**src/rtl/bypass_ctrl.sv**
```systemverilog
// Bypass select and hazard stall/bubble control for the ID stage.
// Tracks destination/write-enable of the ID_EX, EX_DM and DM_WB instructions.
module bypass_ctrl #(
    parameter int ADDR_W = 4,
    parameter int CNT_W  = 16
) (
    input  logic              clk,
    input  logic              rst,
    input  logic [ADDR_W-1:0] p0_addr_ID,
    input  logic              re0_ID,
    input  logic [ADDR_W-1:0] p1_addr_ID,
    input  logic              re1_ID,
    input  logic [ADDR_W-1:0] dst_addr_ID,
    input  logic              rf_we_ID,
    input  logic              dm_re_ID,
    input  logic              flow_change_EX,
    input  logic              ext_stall,
    output logic              byp0_EX,
    output logic              byp0_DM,
    output logic              byp1_EX,
    output logic              byp1_DM,
    output logic              stall_IF_ID,
    output logic              stall_ID_EX,
    output logic              stall_EX_DM,
    output logic              stall_DM_WB,
    output logic              bubble_ID_EX,
    output logic [CNT_W-1:0]  ld_use_cnt
);

    typedef struct packed {
        logic [ADDR_W-1:0] dst;
        logic              we;
        logic              ld;
    } id_ex_t;

    typedef struct packed {
        logic [ADDR_W-1:0] dst;
        logic              we;
    } shdw_t;

    id_ex_t           id_ex_q;
    shdw_t            ex_dm_q;
    shdw_t            dm_wb_q;
    logic [3:0]       byp_q;
    logic [CNT_W-1:0] cnt_q;

    logic m_ex0, m_dm0, m_ex1, m_dm1;
    logic load_use;
    logic kill;

    always_comb begin
        m_ex0 = re0_ID && id_ex_q.we && (id_ex_q.dst == p0_addr_ID)
                && (p0_addr_ID != '0);
        m_dm0 = re0_ID && ex_dm_q.we && (ex_dm_q.dst == p0_addr_ID)
                && (p0_addr_ID != '0);
        m_ex1 = re1_ID && id_ex_q.we && (id_ex_q.dst == p1_addr_ID)
                && (p1_addr_ID != '0);
        m_dm1 = re1_ID && ex_dm_q.we && (ex_dm_q.dst == p1_addr_ID)
                && (p1_addr_ID != '0);
        load_use = id_ex_q.ld && (m_ex0 || m_ex1) && !flow_change_EX;
        kill     = flow_change_EX || load_use;
    end

    always_comb begin
        stall_IF_ID  = 1'b0;
        stall_ID_EX  = 1'b0;
        stall_EX_DM  = 1'b0;
        stall_DM_WB  = 1'b0;
        bubble_ID_EX = 1'b0;
        if (ext_stall) begin
            stall_IF_ID = 1'b1;
            stall_ID_EX = 1'b1;
            stall_EX_DM = 1'b1;
            stall_DM_WB = 1'b1;
        end else if (flow_change_EX) begin
            bubble_ID_EX = 1'b1;
        end else if (load_use) begin
            stall_IF_ID  = 1'b1;
            bubble_ID_EX = 1'b1;
        end
    end

    always_ff @(posedge clk or posedge rst) begin
        if (rst) begin
            id_ex_q <= '0;
            ex_dm_q <= '0;
            dm_wb_q <= '0;
            byp_q   <= '0;
            cnt_q   <= '0;
        end else if (!ext_stall) begin
            ex_dm_q <= '{dst: id_ex_q.dst, we: id_ex_q.we};
            dm_wb_q <= ex_dm_q;
            if (kill) begin
                id_ex_q <= '{dst: dst_addr_ID, we: 1'b0, ld: 1'b0};
                byp_q   <= '0;
            end else begin
                id_ex_q <= '{dst: dst_addr_ID, we: rf_we_ID, ld: dm_re_ID};
                byp_q   <= {m_ex0, m_dm0 && !m_ex0, m_ex1, m_dm1 && !m_ex1};
            end
            if (load_use && (cnt_q != '1))
                cnt_q <= cnt_q + CNT_W'(1);
        end
    end

    assign {byp0_EX, byp0_DM, byp1_EX, byp1_DM} = byp_q;
    assign ld_use_cnt = cnt_q;

endmodule

```
**config.mk**
```make
export PLATFORM = sky130hd
export DESIGN_NAME = bypass_ctrl
export DESIGN_NICKNAME = d
export VERILOG_FILES = /design/src/rtl/bypass_ctrl.sv
export SDC_FILE = /design/constraint.sdc
export NUM_CORES = 1
export LEC_CHECK = 0
export BUFFER_PORTS_ARGS = -buffer_cell sky130_fd_sc_hd__buf_2
export CORE_ASPECT_RATIO = 0.9
export CORE_UTILIZATION = 47
export CTS_CLUSTER_SIZE = 10
export DETAILED_ROUTE_END_ITERATION = 12
export GPL_TIMING_DRIVEN = 1
export PLACE_DENSITY = 0.75
export SLEW_MARGIN = 25
export SYNTH_ARGS = -nofsm -noshare
export SYNTH_HDL_FRONTEND = slang
export SYNTH_SLANG_ARGS = --single-unit
export TNS_END_PERCENT = 30
```
**constraint.sdc**
```tcl
create_clock -name clk -period 1.75 [get_ports clk]
set_clock_uncertainty 0.1 [all_clocks]
set_input_delay 0.0875 -clock clk [delete_from_list [all_inputs] [get_ports clk]]
set_output_delay 0.0875 -clock clk [all_outputs]
set_load 0.05 [all_outputs]
```
==> metrics.md, run 1 <==
| Metric | Value |
|---|---|
| Initial DRC count | `95` |
| Hold Crit Depth | `4` |
| P&R area growth vs syn | `56.7%` |
| Clk_lat worst skew | `0.29 ns` |
| Site row count | `20` |
| H-tree depth | `2` |
| FF+latch area | `795 sq um` |
| Cell-internal power | `0.00119 W` |
| CP Cell Sequence | `xnor2_1 > nand3_1 > nor2_2 > buf_4 > o2111ai_4 > buf_4 > nor4_2 > xor2_1` |
| CP max stage cell | `dfrtp_1` |
| Synth top area cells | `dfrtp_1 47%, xor2_1 11%, mux2_2 6.1%, xnor2_1 5.8%, nand3_1 3.3%` |
| RSZ-0062 raised after global routing | `true` |
| Dpl hpwl | `3.14 mm` |
| Switch share | `0.278` |
| Crit path depth | `8` |
| Worst path most repeated cell | `buf_4` |
| Via count | `1549` |
| Worst Setup Slack, final | `-0.259 ns` |
| Req. time, crit path | `1.86 ns` |
| Initial Util | `0.493` |
| GRT Total Usage | `0.259` |
| Finish-stage setup viols | `16` |
| Register area share after synthesis | `0.465` |
| # DRC | `0` |
| Post-Syn Area per Cell | `11.2 sq um` |
| CP delay by family, top | `simple AND/OR/NAND/NOR gates` |
| CP arrival | `2.12 ns` |
| Switch Pwr | `0.000458 W` |
| Final nets | `273` |
| Layout cells sized above 1 | `0.605` |
| Worst r2r path cells | `8` |
| Max capacitance violation total | `0` |
| HP Start | `ext_stall` |
| # port buffers | `44` |
| Fillers | `212` |
| Netlist cell types | `30` |
| Critical Path Max Stage Delay | `0.43 ns` |
| Root buf cell | `clkbuf_8` |
| Fmax | `498 MHz` |
| Leakage | `1.28 nW` |
| Vias in the first global route | `1586` |
| Syn Std Cell Area | `1670 sq um` |
| Setup crit end | `ld_use_cnt[12]` |
| Worst r2r src | `id_ex_q[4]` |
| Avg WL per Cell | `15.9 microns` |
| Final period util | `1.15` |
| Ports | `45` |
| CP bufs+invs | `2` |
| Cell count after synthesis | `149` |
| CP endpoint kind | `register` |
| Synthesized flop and latch total | `31` |
| Fin cells | `297` |
| Clk sink count | `31` |
| Flop pwr share | `0.479` |
| Internal reg-to-reg setup slack | `-0.26 ns` |
| Total power draw | `0.00165 W` |
| Placer congestion estimate | `0.924` |
| Final antenna diode count | `0` |
| DRT Pass-1 Iters | `4` |
| Worst Path Max Fanout | `7` |
| Hold Fails Final Rpt | `0` |
| Power share of the combinational group | `0.190` |
| Initial antenna violation count | `0` |
| First-pass GRT wire length | `7.23 mm` |
| Kind of critical path | `reg -> reg` |
| Clock buffer depth | `2` |
| Worst R2R End | `ld_use_cnt[12]` |
| Clock power share | `0.331` |
| Largest net degree at the start of global routing | `32` |
| TritonCTS clock tree | `done` |
| Failing checks | `setup timing` |
| P per Cell Area | `631 nW/um^2` |
| DP Cell Count | `274` |
| Min-Delay Path Class | `in -> reg` |
| Die Ht | `58.5 microns` |
| Synthesized Nets | `170` |
| Overflow left after global routing | `0` |
| Peak supply drop | `0.486 mV` |
| Worst-path clk slew | `0.06 ns` |
| Post-synth top area share | `0.465` |
| Slew headroom | `0.734` |
| Minimum clock period | `2.01 ns` |
| Die W | `64.8 microns` |
| YS warnings | `0` |
| Area leader, netlist | `dfrtp_1` |
| Critical path startpoint | `id_ex_q[4]` |
| Slew Viols, Final | `0` |
| Number of routed nets with antenna violations | `0` |
| Vias per inst | `5.22` |
| DRT Wirelength | `4.73 mm` |
| Status | `finished, violations left` |
| Actual slew at the worst max-slew pin | `0.400 ns` |
| Die area | `3790 sq um` |
| Area of the multi-input gates | `970 sq um` |
| CP startpoint kind | `register` |
| CTS buffer count | `5` |
| Core ar. | `3380 sq um` |
state kept, by name (all words and copies together), names as in the netlist:
| signal | cells |
|---|---|
| ld_use_cnt | 16 |
| id_ex_q | 6 |
| ex_dm_q | 5 |
| byp_q | 4 |
worst register-to-register path, stage by stage (launching register included):
cell and delay, ns:
dfrtp_1 0.43, xnor2_1 0.20, nand3_1 0.16, nor2_2 0.15, buf_4 0.13, o2111ai_4 0.19, buf_4 0.21, nor4_2 0.21
xor2_1 0.17
power groups by stage:
stage	Sequential, W	Combinational, W	Clock [W]
floorplan	0.000802	0.000150	0
global placement	0.000795	0.000254	0
detailed placement	0.000797	0.000264	0
CTS	0.000786	0.000293	0.000553
global route	0.000792	0.000336	0.000580
finish	0.000789	0.000313	0.000546
how the worst min path moves through the flow:
stage                       endpoint  slack (ns)
after floorplan             byp_q[0]        0.09
after global placement    ex_dm_q[2]        0.08
after global routing        byp_q[1]        0.22
after CTS                   byp_q[2]        0.18
after detailed placement  ex_dm_q[4]        0.09
final                       byp_q[0]        0.19
routing by layer:
layer	GRT usage	part of all wire
met1	0.313	0.40
met2	0.448	0.53
met3	0.0543	0.041
met4	0.111	0.025
met5	0	0
cells by family after synthesis:
| group | share of synthesized area |
|---|---|
| AOI/OAI and AO/OA | 0.0751 |
| DFF | 0.465 |
| adders and majority gates | 0.00751 |
| xor gates and xnor gates | 0.163 |
| buffers and inverters | 0.0360 |
| muxes | 0.0698 |
| and+or+nand+nor | 0.183 |
cells in the mapped netlist (all sizes together):
library cell	n
a21oi	1
a32o	4
and3	1
and4	1
buf	4
clkbuf	2
dfrtp	31
ha	1
inv	5
mux2	10
nand2	13
nand3	12
nand4	2
nor2	8
nor3	10
nor4	6
o2111ai	1
o21ai	1
o21bai	1
o31ai	2
o41a	2
xnor2	11
xor2	20
cells in the final DEF (no fill, tap or decap), types with 7 or more instances in the layout:
master	instances
xor2_1	20
buf_4	49
mux2_2	9
buf_2	42
dfrtp_2	15
nand3_1	9
dfrtp_1	16
xnor2_1	7
dlygate4sd3_1	7
nand2_1	12
final cells by class:
type	instances	area share
inverter	5	0.00719
sequential	31	0.304
tap	44	0.0211
clock buffer	8	0.0307
multi-input combinational	107	0.371
timing repair buffer	102	0.265
stage by stage:
step                      TNS [ns]  hold slack, ns  area [sq um]  utilization  setup WS [ns]
after floorplan             -0.934          0.0900          1710            -         -0.180
after global placement     -0.0361          0.0759          2270        0.671        -0.0165
after detailed placement    -0.858          0.0854          2270        0.671         -0.135
after CTS                    -1.23           0.184          2530        0.748         -0.137
after global routing         -4.05           0.219          2610        0.773         -0.347
final                        -2.51           0.190          2610        0.773         -0.259
what timing repair did:
action | CTS | global route
pin swaps | 17 | 15
buffers inserted | 5 | 3
endpoints found under the setup margin | 18 | 22
hold buffers | 7 | 0
resized for setup | 14 | 11
hold endpoints to repair | 37 | 0
Power figures use the tool's default switching activity.
==> run 2: changes to the inputs <==
- PLACE_DENSITY: 0.75 -> 0.88
- SETUP_SLACK_MARGIN: default -> 0.05
==> run 2 against run 1 <==
Against the previous run: the flow still finishes with violations (setup timing); wire length is 0.11% higher; largest power group unchanged; highest routed layer unchanged; sequential share of layout area is 0.67 points lower; critical path type is now reg -> out; clock power is 32% higher; maximum frequency is 3.2% higher; sequential power is 1% higher.
==> metrics.md, run 2 (synthesis results as in run 1) <==
| Metric | Value |
|---|---|
| Status | `finished, violations left` |
| Failing checks | `setup timing` |
| Initial DRC count | `77` |
| Worst r2r path cells | `7` |
| Area of the multi-input gates | `1020 sq um` |
| # port buffers | `44` |
| Clock buffer depth | `2` |
| Critical path startpoint | `id_ex_q[3]` |
| Slew Viols, Final | `0` |
| Setup crit end | `stall_IF_ID` |
| # DRC | `0` |
| Worst r2r src | `id_ex_q[2]` |
| Flop pwr share | `0.427` |
| Kind of critical path | `reg -> out` |
| Min-Delay Path Class | `in -> reg` |
| Worst Path Max Fanout | `3` |
| P&R area growth vs syn | `61.0%` |
| Vias in the first global route | `1556` |
| GRT Total Usage | `0.260` |
| Metal2 WL | `2.63 mm` |
| Req. time, crit path | `1.56 ns` |
| Die W | `64.8 microns` |
| CP startpoint kind | `register` |
| RSZ-0062 raised after global routing | `true` |
| First-pass GRT wire length | `7.19 mm` |
| Peak supply drop | `0.859 mV` |
| Final Util | `0.794` |
| Clk_lat worst skew | `0.28 ns` |
| Clock power share | `0.386` |
| Actual slew at the worst max-slew pin | `0.395 ns` |
| Overflow left after global routing | `0` |
| Layout cells sized above 1 | `0.649` |
| CTS buffer count | `5` |
| Most frequent cells in the layout | `42 x buf_2, 39 x buf_4, 20 x xor2_1` |
| Cell-internal power | `0.00139 W` |
| DRT met1 WL | `1.86 mm` |
| Power share of the combinational group | `0.187` |
| TritonCTS clock tree | `done` |
| Site row count | `20` |
| DRT Pass-1 Iters | `4` |
| Max reg flops | `16` |
| Switch share | `0.256` |
| Largest net degree at the start of global routing | `32` |
| Slew headroom | `0.736` |
| Clk sink count | `31` |
| Core ar. | `3380 sq um` |
| Hold Fails Final Rpt | `0` |
| Uppermost layer routed | `met4` |
| Fillers | `206` |
| Setup TNS | `-2.06 ns` |
| Root buf cell | `clkbuf_8` |
| Final period util | `1.11` |
| Final antenna diode count | `0` |
| Number of routed nets with antenna violations | `0` |
| Fmax | `514 MHz` |
| Max capacitance violation total | `0` |
| P per Cell Area | `697 nW/um^2` |
| Initial antenna violation count | `0` |
| Minimum clock period | `1.95 ns` |
| Vias per inst | `5.28` |
| Commonest non-fill, non-tap cell in the layout | `buf_2` |
| DR WL met3 | `169 microns` |
| Worst R2R End | `ld_use_cnt[1]` |
| Worst Setup Slack, final | `-0.197 ns` |
| Placer congestion estimate | `0.818` |
| Worst-path clk slew | `0.07 ns` |
| Via count | `1541` |
| Finish-stage setup viols | `19` |
| Leakage | `1.30 nW` |
| Final nets | `268` |
| Die Ht | `58.5 microns` |
| Avg WL per Cell | `16.2 microns` |
| Die area | `3790 sq um` |
| FF+latch area | `798 sq um` |
| Switch Pwr | `0.000478 W` |
| Internal reg-to-reg setup slack | `-0.17 ns` |
| DRT Wirelength | `4.73 mm` |
| Initial Util | `0.493` |
| Cell area after layout | `2680 sq um` |
| H-tree depth | `2` |
| Ports | `45` |
| Post-placement cell area | `2200 sq um` |
| CP arrival | `1.76 ns` |
| Dpl hpwl | `2.81 mm` |
| CP endpoint kind | `output pin` |
## run 2: cell types whose count changed in the layout (fill, tap and decap cells not counted), sizes merged
cell    change
clkinv      +1
clkbuf      -2
buf         -5
bufinv      +1
## run 2: through the flow
step	instances	power [W]	hold WS (ns)	worst slack [ns]
after CTS	288	0.00182	0.183	-0.188
after global routing	292	0.00194	0.218	-0.301
final	292	0.00187	0.203	-0.197
after global placement	265	0.00104	0.0817	-0.0105
after detailed placement	265	0.00105	0.0835	-0.103
after floorplan	149	0.000953	0.0900	-0.180
## run 2: how the worst min path moves through the flow
stage                   startpoint          to  cells past startpoint
detailed placement             rst  id_ex_q[4]                      3
finish              flow_change_EX    byp_q[1]                      3
CTS                 flow_change_EX    byp_q[3]                      3
floorplan                      rst    byp_q[0]                      1
global route        flow_change_EX    byp_q[3]                      3
global placement               rst  id_ex_q[4]                      3
## run 2: critical path: stages (launching register included)
cell and delay, ns:
dfrtp_2 0.45, xnor2_2 0.19, nand3_2 0.13, nor2_4 0.17
buf_6 0.13, o21ai_4 0.06, o21bai_1 0.14, buf_4 0.21
## run 2: cell type report
| class | count | share of cell area |
|---|---|---|
| inverter | 5 | 0.00700 |
| timing repair buffer | 97 | 0.251 |
| multi-input combinational | 107 | 0.380 |
| sequential | 31 | 0.298 |
| clock inverter | 2 | 0.0131 |
| clock buffer | 6 | 0.0308 |
| tap | 44 | 0.0205 |
## run 2: metal layers
| layer | vias up | GRT usage |
|---|---|---|
| met4 | 0 | 0.102 |
| met3 | 8 | 0.0640 |
| met2 | 44 | 0.467 |
| met1 | 771 | 0.298 |
| li1 | 718 | - |
| met5 | - | 0 |
## run 2: what timing repair did
action                     CTS  global route
setup endpoints to repair   22            23
setup buffers                8             4
resized for setup           17            25
pin swaps                   15            15
hold buffers                 7             0
hold endpoints to repair    37             0
## run 2: power groups by stage
| stage | Combinational, W | Sequential (W) | Clock (W) |
|---|---|---|---|
| 6_report | 0.000350 | 0.000798 | 0.000722 |
| 5_1_grt | 0.000372 | 0.000801 | 0.000766 |
| 4_1_cts | 0.000307 | 0.000789 | 0.000728 |
| 3_5_place_dp | 0.000250 | 0.000800 | 0 |
| 3_3_place_gp | 0.000243 | 0.000797 | 0 |
| 2_1_floorplan | 0.000150 | 0.000802 | 0 |
